**src/rtl/pid_pkg.sv**
```systemverilog
// Shared types and constants for the pid core sequencer: host register map,
// gain count and the sequencing FSM state encoding.
package pid_pkg;

  localparam int NUM_GAINS  = 4;
  localparam int GAIN_IDX_W = $clog2(NUM_GAINS);

  typedef logic [GAIN_IDX_W-1:0] gain_idx_t;

  localparam logic [2:0] ADDR_KP     = 3'd0;
  localparam logic [2:0] ADDR_KI     = 3'd1;
  localparam logic [2:0] ADDR_KD1    = 3'd2;
  localparam logic [2:0] ADDR_KD2    = 3'd3;
  localparam logic [2:0] ADDR_PERIOD = 3'd4;

  typedef enum logic [2:0] {
    IDLE,
    LOAD,
    WAIT_MEAS,
    ITERATE,
    CAPTURE
  } seq_state_t;

endpackage

```
**src/rtl/pid_tick_gen.sv**
```systemverilog
// Sample-rate tick generator: free-running counter over a host-programmable
// period; a new period is staged and only becomes active on a counter wrap.
module pid_tick_gen #(
  parameter int PERIOD_W       = 16,
  parameter int DEFAULT_PERIOD = 1000
) (
  input  logic                clock,
  input  logic                reset,
  input  logic                enable,
  input  logic                period_wr,
  input  logic [PERIOD_W-1:0] period_data,
  output logic                tick
);

  localparam logic [PERIOD_W-1:0] ONE          = PERIOD_W'(1);
  localparam logic [PERIOD_W-1:0] RESET_PERIOD = PERIOD_W'(DEFAULT_PERIOD);

  logic [PERIOD_W-1:0] count_q;
  logic [PERIOD_W-1:0] period_q;
  logic [PERIOD_W-1:0] pending_q;
  logic [PERIOD_W-1:0] last_count;

  // A period of 0 behaves as 1: the counter wraps every cycle.
  always_comb begin
    last_count = (period_q == '0) ? '0 : period_q - ONE;
    tick       = enable && (count_q == last_count);
  end

  // NOTE: state registers use non-blocking assignments so every flop samples pre-edge values.
  always_ff @(posedge clock) begin
    if (reset) begin
      count_q   <= '0;
      period_q  <= RESET_PERIOD;
      pending_q <= RESET_PERIOD;
    end else begin
      if (period_wr) pending_q <= period_data;

      if (!enable) begin
        count_q  <= '0;
        period_q <= pending_q;
      end else if (tick) begin
        count_q  <= '0;
        period_q <= pending_q;
      end else begin
        count_q  <= count_q + ONE;
      end
    end
  end

endmodule

```
**src/rtl/pid_sequencer.sv**
```systemverilog
// Paces one pid core: per sample tick optionally reloads the four gains as an
// atomic set, fetches one measurement, strobes iterate and captures the result.
module pid_sequencer
  import pid_pkg::*;
#(
  parameter int D_WIDTH        = 32,
  parameter int PERIOD_W       = 16,
  parameter int DEFAULT_PERIOD = 1000
) (
  input  logic               clock,
  input  logic               reset,
  input  logic               enable,
  input  logic               host_wr_valid,
  input  logic [2:0]         host_wr_addr,
  input  logic [D_WIDTH-1:0] host_wr_data,
  input  logic               host_commit,
  input  logic [D_WIDTH-1:0] target,
  input  logic               meas_valid,
  input  logic [D_WIDTH-1:0] meas_data,
  output logic               meas_ready,
  output logic               pid_write_n,
  output logic [D_WIDTH-1:0] pid_reg_addr,
  output logic [D_WIDTH-1:0] pid_reg_data,
  output logic               pid_iterate,
  output logic [D_WIDTH-1:0] pid_target,
  output logic [D_WIDTH-1:0] pid_measurement,
  input  logic [D_WIDTH-1:0] pid_out,
  output logic               ctrl_valid,
  output logic [D_WIDTH-1:0] ctrl_data,
  output logic               overrun,
  input  logic               overrun_clr
);

  localparam gain_idx_t LAST_IDX = gain_idx_t'(NUM_GAINS - 1);

  seq_state_t         state_q, state_d;
  gain_idx_t          load_idx_q;
  logic               commit_pending_q;
  logic [D_WIDTH-1:0] shadow_q  [NUM_GAINS];
  logic [D_WIDTH-1:0] staging_q [NUM_GAINS];
  logic [D_WIDTH-1:0] meas_q;
  logic [D_WIDTH-1:0] ctrl_data_q;
  logic               ctrl_valid_q;
  logic               overrun_q;
  logic               tick;
  logic               period_wr;
  logic               load_start;
  logic               accept;

  assign period_wr = host_wr_valid && (host_wr_addr == ADDR_PERIOD);

  pid_tick_gen #(
    .PERIOD_W       (PERIOD_W),
    .DEFAULT_PERIOD (DEFAULT_PERIOD)
  ) u_tick_gen (
    .clock       (clock),
    .reset       (reset),
    .enable      (enable),
    .period_wr   (period_wr),
    .period_data (host_wr_data[PERIOD_W-1:0]),
    .tick        (tick)
  );

  always_ff @(posedge clock) begin
    if (reset) state_q <= IDLE;
    else       state_q <= state_d;
  end

  // NOTE: every output of this block gets a default first, so no path infers a latch.
  always_comb begin
    state_d         = state_q;
    load_start      = 1'b0;
    meas_ready      = 1'b0;
    pid_write_n     = 1'b1;
    pid_reg_addr    = '0;
    pid_reg_data    = '0;
    pid_iterate     = 1'b0;
    pid_target      = '0;
    pid_measurement = '0;
    unique case (state_q)
      IDLE: begin
        // A commit arriving with the tick still counts for this tick.
        if (tick) begin
          if (commit_pending_q || host_commit) begin
            state_d    = LOAD;
            load_start = 1'b1;
          end else begin
            state_d    = WAIT_MEAS;
          end
        end
      end
      LOAD: begin
        pid_write_n  = 1'b0;
        pid_reg_addr = D_WIDTH'(load_idx_q);
        pid_reg_data = staging_q[load_idx_q];
        if (load_idx_q == LAST_IDX) state_d = WAIT_MEAS;
      end
      WAIT_MEAS: begin
        meas_ready = 1'b1;
        if (meas_valid) state_d = ITERATE;
      end
      ITERATE: begin
        pid_iterate     = 1'b1;
        pid_target      = target;
        pid_measurement = meas_q;
        state_d         = CAPTURE;
      end
      CAPTURE: state_d = IDLE;
      default: state_d = IDLE;
    endcase
    accept = meas_ready && meas_valid;
  end

  always_ff @(posedge clock) begin
    if (reset) begin
      load_idx_q       <= '0;
      commit_pending_q <= 1'b1;
      ctrl_data_q      <= '0;
      ctrl_valid_q     <= 1'b0;
      overrun_q        <= 1'b0;
      for (int i = 0; i < NUM_GAINS; i++) shadow_q[i] <= '0;
    end else begin
      load_idx_q   <= (state_q == LOAD) ? load_idx_q + gain_idx_t'(1) : '0;
      ctrl_valid_q <= (state_q == CAPTURE);
      if (state_q == CAPTURE) ctrl_data_q <= pid_out;

      if (load_start)       commit_pending_q <= 1'b0;
      else if (host_commit) commit_pending_q <= 1'b1;

      if (overrun_clr)                       overrun_q <= 1'b0;
      else if (tick && (state_q != IDLE))    overrun_q <= 1'b1;

      if (host_wr_valid) begin
        case (host_wr_addr)
          ADDR_KP:  shadow_q[0] <= host_wr_data;
          ADDR_KI:  shadow_q[1] <= host_wr_data;
          ADDR_KD1: shadow_q[2] <= host_wr_data;
          ADDR_KD2: shadow_q[3] <= host_wr_data;
          default: ;
        endcase
      end
    end
  end

  // NOTE: staging and sample registers carry no reset; they are only observed in
  // LOAD / ITERATE, which are always preceded by the write that fills them.
  always_ff @(posedge clock) begin
    if (load_start) staging_q <= shadow_q;
    if (accept)     meas_q    <= meas_data;
  end

  assign ctrl_valid = ctrl_valid_q;
  assign ctrl_data  = ctrl_data_q;
  assign overrun    = overrun_q;

endmodule

```
**config.mk**
```make
export PLATFORM = sky130hd
export DESIGN_NAME = pid_sequencer
export DESIGN_NICKNAME = d
export VERILOG_FILES = /design/src/rtl/pid_pkg.sv /design/src/rtl/pid_tick_gen.sv /design/src/rtl/pid_sequencer.sv
export SDC_FILE = /design/constraint.sdc
export NUM_CORES = 1
export LEC_CHECK = 0
export ABC_AREA = 1
export CAP_MARGIN = 20
export CORE_ASPECT_RATIO = 1.25
export CORE_MARGIN = 3
export CORE_UTILIZATION = 50
export CTS_CLUSTER_DIAMETER = 150
export DETAILED_ROUTE_END_ITERATION = 10
export GPL_ROUTABILITY_DRIVEN = 0
export PLACE_DENSITY = 0.78
export SLEW_MARGIN = 25
export SYNTH_ARGS = -nofsm -noshare
export SYNTH_HDL_FRONTEND = slang
export SYNTH_SLANG_ARGS = --single-unit
```
**constraint.sdc**
```tcl
create_clock -name clock -period 8.5 [get_ports clock]
set_input_delay 0.85 -clock clock [delete_from_list [all_inputs] [get_ports clock]]
set_output_delay 0.85 -clock clock [all_outputs]
set_load 0.01 [all_outputs]
```
==> Word level (Yosys, flattened, before mapping) <==
Index checks and enable logic that the tools add are counted.
{ "op_classes": {"shifts": 0, "reduce_logical": 18, "n_div": 0, "order_cmp": 1, "multipliers": 0, "n_addsub": 3, "eq_ne": 14, "mux": 23, "n_bitwise": 3} }
{ "ops": {"columns": ["cell", "n"], "rows": [
  ["two-way mux 32 bit", 5],
  ["binary-select mux 32 bit (select 2 bit)", 1],
  ["two-way mux 16 bit", 3],
  ["adder 16 x 1 -> 16 bit, second input constant", 1],
  ["== test 16 bit", 1],
  ["logical NOT 16 bit", 1],
  ["subtractor 16 x 1 -> 16 bit, second input constant", 1],
  ["== test 3 x 2 -> 1 bit, second input constant", 4],
  ["case mux 3 bit (4 select lines)", 1],
  ["two-way mux 3 bit", 3],
  ["two-way mux 1 bit", 8],
  ["AND reduction 2 bit", 4],
  ["== test 3 x 1 -> 1 bit, second input constant", 2],
  ["== test 3 bit, second input constant", 2],
  ["logical NOT 3 bit", 2],
  ["!= test 2 bit, second input constant", 3],
  ["logical AND 1 bit", 4],
  ["two-way mux 2 bit", 2],
  ["OR reduction 2 bit", 2],
  ["greater-or-equal comparator 3 bit, second input constant", 1],
  ["inverter 2 -> 3 bit", 1],
  ["AND reduction 3 bit", 1],
  ["nonzero test 3 bit", 1],
  ["OR reduction 3 bit", 1],
  ["6 further kinds", 7]
]} }
{ "totals": {"ramBits": 0, "in_bits": 138, "word_cells": 80, "mem_count": 0, "register_bits": 376, "romBits": 0, "latchBits": 0} }

==> Logic depth before layout (Yosys ltp) <==
Gate-level depths: netlist (run 1).
{ "depth": {"ltp_word": 7, "depth_mapped": 17} }

==> Modules after synthesis <==
From an unflattened synthesis (run 1), not the netlist that was laid out.
{ "hier_totals": {"hier_cells": 1750, "area_unflattened_um2": 15315.9} }
{ "modules_own_cells": {"columns": ["mod", "cells_each", "area_per_inst_um2", "instances"], "rows": [
  ["pid_sequencer", 1332, 12583.3, 1],
  ["pid_tick_gen", 418, 2732.6, 1]
]} }

==> Worst setup path before layout (run 1) <==
No wires, ideal clock.
{ "synth_path": {"kind": "register to register", "start": "reg u_tick_gen.period_q[0]", "end": "reg staging_q[0] (netlist name), enable pin", "path_stages_with_launch": 15, "synth_period_minus_slack_ns": 7.664, "t_arrival_ns": 7.047, "setup_ns": 0.616, "slack_ns": 0.836, "n_path_buf": 2, "required_ns": 7.884, "cell_sequence": "dfxtp_1 -> inv_1 -> ha_1 -> nand3_2 -> nor2_1 -> nand2_2 -> buf_6 -> buf_6 -> nand4_1 -> nand2_1 -> nor3_1 -> nand4_1 -> nor2_1 -> nand3_1 -> nor2_1"} }
{ "synth_between": {"elab_chain_cells": 6} }
{ "synth_lines": {"columns": ["item", "line", "rtl"], "rows": [
  ["start, declared", "pid_tick_gen.sv:19", "logic [PERIOD_W-1:0] period_q;"],
  ["start signal, assigned", "pid_tick_gen.sv:40", "period_q <= pending_q;"],
  ["start signal, assigned", "pid_tick_gen.sv:43", "period_q <= pending_q;"],
  ["subtractor 16 x 1 -> 16 bit / logical NOT 16 bit (equally long branches)", "pid_tick_gen.sv:25", "last_count = (period_q == '0) ? '0 : period_q - ONE;"],
  ["two-way mux 16 bit *", "pid_tick_gen.sv:25", null],
  ["== test 16 bit *", "pid_tick_gen.sv:26", "tick = enable && (count_q == last_count);"],
  ["logical AND 1 bit *", "pid_tick_gen.sv:26", null],
  ["two-way mux 1 bit *", "pid_sequencer.sv:83", "if (tick) begin"],
  ["two-way mux 1 bit *", "pid_sequencer.sv:80", "unique case (state_q)"],
  ["named net load_start", "pid_sequencer.sv:47", "logic load_start;"],
  ["end signal, assigned", "pid_sequencer.sv:148", "if (load_start) staging_q <= shadow_q;"],
  ["end, declared", "pid_sequencer.sv:40", "logic [D_WIDTH-1:0] staging_q [NUM_GAINS];"]
]} }
The timed path passes the listed nets; every way through them passes the cells marked *.
A chain may end at the register's enable or synchronous reset.

==> Worst setup path after layout (run 1) <==
{ "layout_path": {"start": "reg load_idx_q[0]", "end": "out pid_reg_data[3]"} }
{ "layout_between": {"elab_chain_cells": 5} }
{ "layout_lines": {"columns": ["item", "line", "rtl"], "rows": [
  ["start, declared", "pid_sequencer.sv:37", "gain_idx_t load_idx_q;"],
  ["start signal, assigned", "pid_sequencer.sv:123", "load_idx_q <= (state_q == LOAD) ? load_idx_q + gain_idx_t'(1) : '0;"],
  ["inverter 2 -> 3 bit (not written as such)", "pid_sequencer.sv:95", "pid_reg_data = staging_q[load_idx_q];"],
  ["binary-select mux 32 bit (select 2 bit)", "pid_sequencer.sv:95", null],
  ["two-way mux 32 bit (not written as such) (2 in series)", "pid_sequencer.sv:95", null],
  ["two-way mux 32 bit", "pid_sequencer.sv:80", null],
  ["end, declared", "pid_sequencer.sv:23", "output logic [D_WIDTH-1:0] pid_reg_data,"]
]} }
Every way passes these cells. The select of a mux whose other input is x is not followed.

==> reports/summary.md, run 1 <==
The run finished with clean final reports. The overall track demand over capacity in global routing was 22.31%; the multi-input logic area was 4891 um2. The count of filler cells inserted in the layout is 2320, and the global routing met3 resource utilization is 4.458%.

The tools report the maximum number of pins on one net before global-route repair as 129. Post-CTS timing repair inserted 0 buffers for setup. For the overall via count from detail_route, the log shows 12210. The horizontal extent of the die was 161.3 um.

The critical path goes through inv_1 -> buf_4 -> o21ai_0 -> a21oi_1 -> clkdlybuf4s50_1. The number of clock buffers added by TritonCTS is 36. The detailed-routing iteration count for the pre-antenna-repair pass came out at 5.

The highest net fanout along the worst path was 39; the height of the chip was 200.1 um. The first global-routing pass estimated 58.88 mm of wire. The worst setup path is launched from a flip-flop. The startpoint identified for the worst register-to-register timing path is u_tick_gen.period_q[0]$_SDFFE_PP0P_.

The tools report the floorplan row count as 70. The critical path in this run is classified as reg -> out. The number of global-route vias before repair was 11840; the setup violation total in the final timing report was 0. The run gives 0.4169 ns as the worst hold slack. Summed over all nets, the switching power comes to 0.001034 W. Path category of the worst min-delay check: reg -> reg. Adding up every negative setup slack in the final design gives 0 ns.

Once placement finished, the instance area stood at 17940 um2. After layout, the worst path uses 45.70% of the clock period. In this run the mean area of a mapped cell was 8.701 um2.

Once detailed placement completed, the half-perimeter wirelength came to 23.79 mm. Relative area change from synthesis to final layout: 27.43%. Per report_power, the combinational group accounts for 13.4% of the total. Dominant cell by count in the synthesized netlist: sky130_fd_sc_hd__nor2_1. For the pin with the worst max-slew slack, the measured transition is 1.048 ns.

For this run, the register share of the synthesized area comes to 60.58%. After clock tree synthesis, the clock-pin slew on the worst setup and hold paths is 0.06 ns. Gates resized during post-CTS repair numbered 0. Setup repair after global routing left no endpoint under its margin. In this run the standard cell core region covers 29520 um2.

The analysis attributes to cell leakage a power of 7.471 nW. The number of clock sinks was 376. The longest individual stage delay on the worst path is 0.63 ns.

The root buffer cell chosen for the clock tree is sky130_fd_sc_hd__clkbuf_16. For the synthesis warning total, the log shows 0. The run gives 2 as the H-tree depth. The number of antenna diodes in the final layout is 0.

The count of different cell masters after synthesis is 36, and the sequential cell fraction of total power is 46.8%. During I/O placement, the number of pins put on the boundary was 303. The number of hold violations in the final report was 0. TritonCTS built the clock tree. Timing analysis after detailed placement gives a worst setup slack of 4.935 ns.

The clock reaches the later pin of the worst-skew pair after 0.53 ns. Headroom to the max-slew limit came out at 30.15%. The most area-hungry cell type in the Yosys netlist was sky130_fd_sc_hd__edfxtp_1. For this block, the initial DRC count from the detailed router was 990. The share of total power in the clock network is 39.7%, and the maximum number of buffers from clock root to sink is 3. VDD sags by at most 0.1501 mV. The kind of end point of the critical path is an output port. The run gives 19200 um2 as the post-layout instance area. The tools report the launch point of the critical path as load_idx_q[0]$_SDFF_PP0_. In this run the remaining antenna-violating nets after routing total 0. Global routing consumed, on the met1 layer, 27.25% of the routing resources. The worst path in the final design needs a cycle of 3.884 ns, including I/O delays and setup. The logs give 2388 for the filler-free cell count of the finished design and 257.5 MHz for the upper clock frequency limit. The portion of synthesized cell area occupied by the leading cell type is 31.88%, and the count of buffering cells on the critical path with inverters included is 3.

The worst hold path begins at shadow_q[26]$_SDFFE_PP0P_. The run gives 2322 as the number of instances in the placed design. Data on the critical path arrives at its endpoint at 3.03 ns. The post-synthesis register bit count is 376, and the number of vias per cell after detailed routing is 5.114. The share of total power consumed by net switching was 24.57%; the share of synthesized flip-flops with an asynchronous set or reset was 0%.

The cell family contributing the most delay on the critical path is buffers and inverters. The internal power of the cells totals 0.003174 W. The number of buffers inserted for hold repair after clock tree synthesis came out at 0.

The prevailing post-synth register cell is sky130_fd_sc_hd__dfxtp_1. In the routed design, unresolved DRC markers number 0. Data on the critical path is required at its endpoint by 7.65 ns.

The number of flops mapped to enable cells by yosys was 160. Across the whole layout, storage elements account for 9130 um2. In the post-synthesis netlist, the biggest area contributors are sky130_fd_sc_hd__edfxtp_1 32%, sky130_fd_sc_hd__dfxtp_1 29%, sky130_fd_sc_hd__nor2_1 14%. The synthesized netlist occupies a cell area of 15070 um2.

The worst-case setup margin in the final layout is 4.616 ns, and the total power per unit cell area is 219.1 nW/um2. At the end of the flow, the number of nets in the layout was 2105. In the final layout, the share of cells above drive strength 1 is 4.920%.

Global routing used 39.58% of the available met2 tracks. After technology mapping, the gate count stands at 1732. For the effective utilization at floorplan, the log shows 51.06%.

The die covers 32270 um2. During placement, the flow inserted port buffers numbering 272. The total overflow left after global routing is 0. After detailed routing, the average wire length per cell comes to 15.73 um.

For this design, the slowest cell found on the critical path is sky130_fd_sc_hd__inv_1. The layer flagged by global routing as most heavily used is met2. In the synthesized netlist, the cells that appear most often are 544 x sky130_fd_sc_hd__nor2_1, 242 x sky130_fd_sc_hd__o21ai_0, 216 x sky130_fd_sc_hd__dfxtp_1. On the final layout, the worst clock skew is 0.02471 ns.

The logs give 0 for the number of violations of the max-capacitance limit and 37.57 mm for the total wirelength of the detailed-routed design. The number of antenna violations at the first check in global routing is 0, and the final count of pins violating max slew is 0.
## flip-flops by register name (all words and copies together), names as in the netlist, 2 cells and up
signal,flops
u_tick_gen.count_q,16
state_q,3
ctrl_data,32
u_tick_gen.pending_q,16
u_tick_gen.period_q,16
load_idx_q,2
shadow_q,128
staging_q,128
meas_q,32
## cell type report
type	count	share of cell area, %
sequential	376	47.54
multi-input combinational	1111	25.47
timing repair buffer	287	14.83
clock buffer	53	5.779
inverter	152	2.984
tap	396	2.580
clock inverter	13	0.8144
## layer usage
metal / wire length (um) / part of all wire, % / vias to the layer above
met2: 19050 / 51 / 449
li1: - / - / 6009
met4: 1120 / 3.0 / 0
met1: 14800 / 39 / 5675
met5: 0 / 0 / -
met3: 2606 / 6.9 / 79
## path summary, 6_finish.rpt
| path | endpoint | slack [ns] | cells after the start |
|---|---|---|---|
| setup / recovery | pid_reg_data[3] | 4.62 | 5 |
| hold / removal | staging_q[26]$_DFFE_PP_ | 0.42 | 0 |
| setup reg to reg | staging_q[29]$_DFFE_PP_ | 5.15 | 13 |
| hold reg to reg | staging_q[26]$_DFFE_PP_ | 0.42 | 0 |
## cell families (layout without fill, tap and decap cells)
logic type               count (synthesis)  in the layout  synth area share, %
AND/OR/NAND/NOR                        733            733                19.41
flip-flops                             376            376                60.58
AO/OA/AOI/OAI                          335            335                11.33
buffers and inverters                  274            505                7.821
XOR/XNOR                                10             10               0.5812
adder cells (fa/ha/maj)                  3              3               0.2491
other                                    1             30              0.02488
## layout by cell type (no fill, tap or decap), types with 3 or more instances in the layout
master | Yosys | routed
sky130_fd_sc_hd__nand2_1 | 102 | 102
sky130_fd_sc_hd__clkinv_1 | 0 | 5
sky130_fd_sc_hd__o21ai_1 | 10 | 10
sky130_fd_sc_hd__bufinv_16 | 0 | 3
sky130_fd_sc_hd__nor2_2 | 2 | 3
sky130_fd_sc_hd__buf_4 | 31 | 14
sky130_fd_sc_hd__a21oi_1 | 73 | 73
sky130_fd_sc_hd__ha_1 | 3 | 3
sky130_fd_sc_hd__nand4_1 | 14 | 14
sky130_fd_sc_hd__clkdlybuf4s50_1 | 0 | 272
sky130_fd_sc_hd__nor4_1 | 3 | 3
sky130_fd_sc_hd__o21ai_0 | 242 | 242
sky130_fd_sc_hd__clkbuf_1 | 69 | 7
sky130_fd_sc_hd__nor3_1 | 12 | 11
sky130_fd_sc_hd__xnor2_1 | 3 | 3
sky130_fd_sc_hd__inv_2 | 2 | 3
sky130_fd_sc_hd__nor2_1 | 544 | 542
sky130_fd_sc_hd__nand2_2 | 3 | 3
sky130_fd_sc_hd__edfxtp_1 | 160 | 160
sky130_fd_sc_hd__xor2_1 | 7 | 7
sky130_fd_sc_hd__a21oi_2 | 5 | 5
sky130_fd_sc_hd__inv_1 | 150 | 147
sky130_fd_sc_hd__nor2_4 | 2 | 3
sky130_fd_sc_hd__dfxtp_1 | 216 | 215
sky130_fd_sc_hd__nand3_1 | 40 | 39
sky130_fd_sc_hd__conb_1 | 1 | 30
sky130_fd_sc_hd__nor3b_1 | 3 | 3
sky130_fd_sc_hd__clkbuf_16 | 0 | 40
sky130_fd_sc_hd__or2_2 | 4 | 4
sky130_fd_sc_hd__clkbuf_8 | 0 | 6
## through the flow
step / total power [W] / utilization, %
after floorplan: 0.002306 / -
after global placement: 0.002558 / 60.77
after detailed placement: 0.002571 / 60.77
after CTS: 0.004239 / 65.06
after global routing: 0.004378 / 65.06
final: 0.004207 / 65.06
## power groups by stage
stage	combinational [W]	clock, W	sequential [W]
finish	0.000566	0.00167	0.00197
global route	0.000626	0.00178	0.00197
CTS	0.000568	0.00170	0.00197
detailed placement	0.000563	0	0.00201
global placement	0.000552	0	0.00201
floorplan	0.000303	0	0.00200
(Power assumes the default switching activity.)
==> run 2, diff against run 1 <==
--- a/config.mk
+++ b/config.mk
@@ -9,11 +9,11 @@
 export CAP_MARGIN = 20
 export CORE_ASPECT_RATIO = 1.25
 export CORE_MARGIN = 3
-export CORE_UTILIZATION = 50
+export CORE_UTILIZATION = 47
 export CTS_CLUSTER_DIAMETER = 150
 export DETAILED_ROUTE_END_ITERATION = 10
 export GPL_ROUTABILITY_DRIVEN = 0
-export PLACE_DENSITY = 0.78
+export PLACE_DENSITY = 0.77
 export SLEW_MARGIN = 25
 export SYNTH_ARGS = -nofsm -noshare
 export SYNTH_HDL_FRONTEND = slang
==> constraint.sdc (replaced) <==
create_clock -name clock -period 3.2 [get_ports clock]
set_input_delay 0.32 -clock clock [delete_from_list [all_inputs] [get_ports clock]]
set_output_delay 0.32 -clock clock [all_outputs]
set_load 0.01 [all_outputs]
==> reports/summary.md, run 2 (synthesis gave the netlist of run 1 again) <==
The worst setup path is launched from a flip-flop. The root buffer cell chosen for the clock tree is sky130_fd_sc_hd__clkbuf_16. Total leakage power: 7.551 nW. CTS saw 376 sinks. The height of the chip was 206.2 um.

Among all stages on the critical path, the largest delay is contributed by sky130_fd_sc_hd__clkdlybuf4s50_1. Of the available clock period, the critical path in the final layout requires 92.79%. The critical path goes through inv_1 -> buf_4 -> nor2_1 -> o21ai_0 -> a21oi_1 -> clkdlybuf4s50_1. The number of placed I/O pins is 303, and the number of antenna violations at the first check in global routing is 0.

The number of global-route vias before repair is 12040. The maximum number of buffers from clock root to sink was 3. The path class of the tightest hold or removal check is in -> reg.

The endpoint arrival time on the critical path was 2.65 ns; the placed cell area was 18130 um2. From synthesis to final layout, the design area changed by 28.50%. The total wirelength of the detailed-routed design is 38.51 mm. Kind of end point of the critical path: an output port. Max-cap violations in this run came to 0. After layout, the worst setup slack is 0.2309 ns. In the final layout, the registers with the most flip-flops are shadow_q (128), staging_q (128). The number of instances in the placed design was 2346; the filler-free cell count of the finished design was 2410. The net total in the final layout was 2117; the number of vias per cell after detailed routing was 5.067. The first TritonRoute pass finished after 5 iterations.

The logs give 0 for the number of hold violations in the final report and 72 for the maximum number of pins on one net before global-route repair. Once layout is complete, the utilization of the core stands at 61.95%. The largest single stage delay on the critical path is 0.60 ns. The initialized floorplan defines 72 standard-cell rows. TritonCTS built the clock tree. After routing the design area is 19360 um2.

IR analysis of the VDD net gives a maximum drop of 0.3132 mV. The clock period could shrink to 2.969 ns. The flow ran to the end, and the final reports show no timing, DRC or antenna violations. The highest net fanout along the worst path was 19; the count of input and output buffers was 272.

Counting the buffers created by CTS gives 35. The normalized max-slew margin is 39.22%. The run gives 0.02845 ns as the clock skew. The die is 166.2 um wide. The floorplan step defined a core boundary enclosing 31260 um2. The number of antenna diodes came out at 0. The setup TNS is 0 ns.

The post-route netlist has 5.841% of its cells at a drive strength greater than 1. The number of setup buffers added after CTS is 0. The worst setup path is of the reg -> out kind. Clock-pin slew was measured on the worst setup and hold paths at 0.06 ns. The logs give 0.55 ns for the clock insertion delay at the later pin of the skew report and 0 for the post-route antenna net violation count.

Global routing consumed, over all layers together, 21.51% of the routing resources. The first global-routing pass estimated 60.42 mm of wire. Detailed placement finished with a half-perimeter wire length of 26.16 mm. The required time of the critical path is 2.88 ns. The remaining design rule violation count is 0. Setup violations remaining at the end of the flow were counted as 0. For the aggregate global routing overflow, the log shows 0.

For this run, the top clock speed supported by timing is 336.8 MHz. The floorplan step defined a die boundary enclosing 34260 um2. The detailed router finished its first iteration with 934 violations.

The run gives 12210 as the overall via count from detail_route. The total power per unit cell area is 573.6 nW/um2, and the slew at the pin closest to its max-slew limit is 0.9107 ns. Leaving out fill and tap cells, the most frequent cells in the layout are 541 x sky130_fd_sc_hd__nor2_1, 272 x sky130_fd_sc_hd__clkdlybuf4s50_1, 242 x sky130_fd_sc_hd__o21ai_0. Leaving out fill and tap cells, the most frequent cell in the layout is sky130_fd_sc_hd__nor2_1.

The final count of pins violating max slew came out at 0. At the placement stage, the worst setup path has a slack of 0.2423 ns. Once the floorplan was initialized, standard cells occupied 48.21% of the core. In the final routed layout, each cell accounts on average for 15.98 um.

The H-tree was split into 2 levels. Setup repair after global routing left no endpoint under its margin.
## run 2: changes by cell type in the layout (fill, tap and decap cells not counted), sizes merged
cell,change
inv,+1
bufinv,+1
clkinvlp,+3
clkinv,+1
clkbuf,-8
buf,+13
## run 2: final cells by class
cell class                 count  area (um2)
fill                        2446       11900
sequential                   376        9131
timing repair buffer         300        2995
clock buffer                  45       985.9
inverter                     152       573.1
multi-input combinational   1111        4931
tap                          407       509.2
clock inverter                19       239.0
## run 2: metal layers
layer | part of all wire (%) | GRT usage [%] | vias up
li1 | - | - | 6035
met1 | 40 | 25.75 | 5668
met2 | 51 | 38.95 | 416
met3 | 6.1 | 3.865 | 92
met4 | 3.0 | 7.875 | 0
met5 | 0 | 0 | -
## run 2: final timing paths
| path | slack, ns | to | depth (start not counted) | start |
|---|---|---|---|---|
| setup / recovery | 0.23 | pid_reg_data[3] | 6 | load_idx_q[1]$_SDFF_PP0_ |
| hold / removal | 0.34 | meas_q[12]$_DFFE_PP_ | 1 | meas_data[12] |
| hold reg to reg | 0.41 | staging_q[57]$_DFFE_PP_ | 0 | shadow_q[57]$_SDFFE_PP0P_ |
| setup reg to reg | 0.34 | staging_q[71]$_DFFE_PP_ | 14 | u_tick_gen.period_q[4]$_SDFFE_PP0P_ |
## run 2: power by group
part	internal (W)	switching, W	leakage (nW)	total [W]
logic	0.000631	0.000879	3.74	0.00151
registers	0.00515	0.0000903	3.23	0.00524
clock network	0.00254	0.00182	0.588	0.00436
## run 2: metrics by stage
step	hold WS [ns]	power [W]
after floorplan	0.4030	0.006135
after global placement	0.4073	0.006808
after detailed placement	0.4096	0.006844
after CTS	0.3250	0.01118
after global routing	0.3299	0.01151
final	0.3363	0.01111
## run 2: critical path: cells and delay by family (launching register included)
| family | cells | cell delay [ns] |
|---|---|---|
| and+or+nand+nor | 1 | 0.11 |
| DFF | 1 | 0.32 |
| AOI/OAI and AO/OA | 2 | 0.35 |
| buffers and inverters | 3 | 1.33 |
## run 2: what timing repair did
item / CTS / global route
hold buffers: 0 / 0
resized for setup: 0 / 2
setup endpoints to repair: 0 / 71
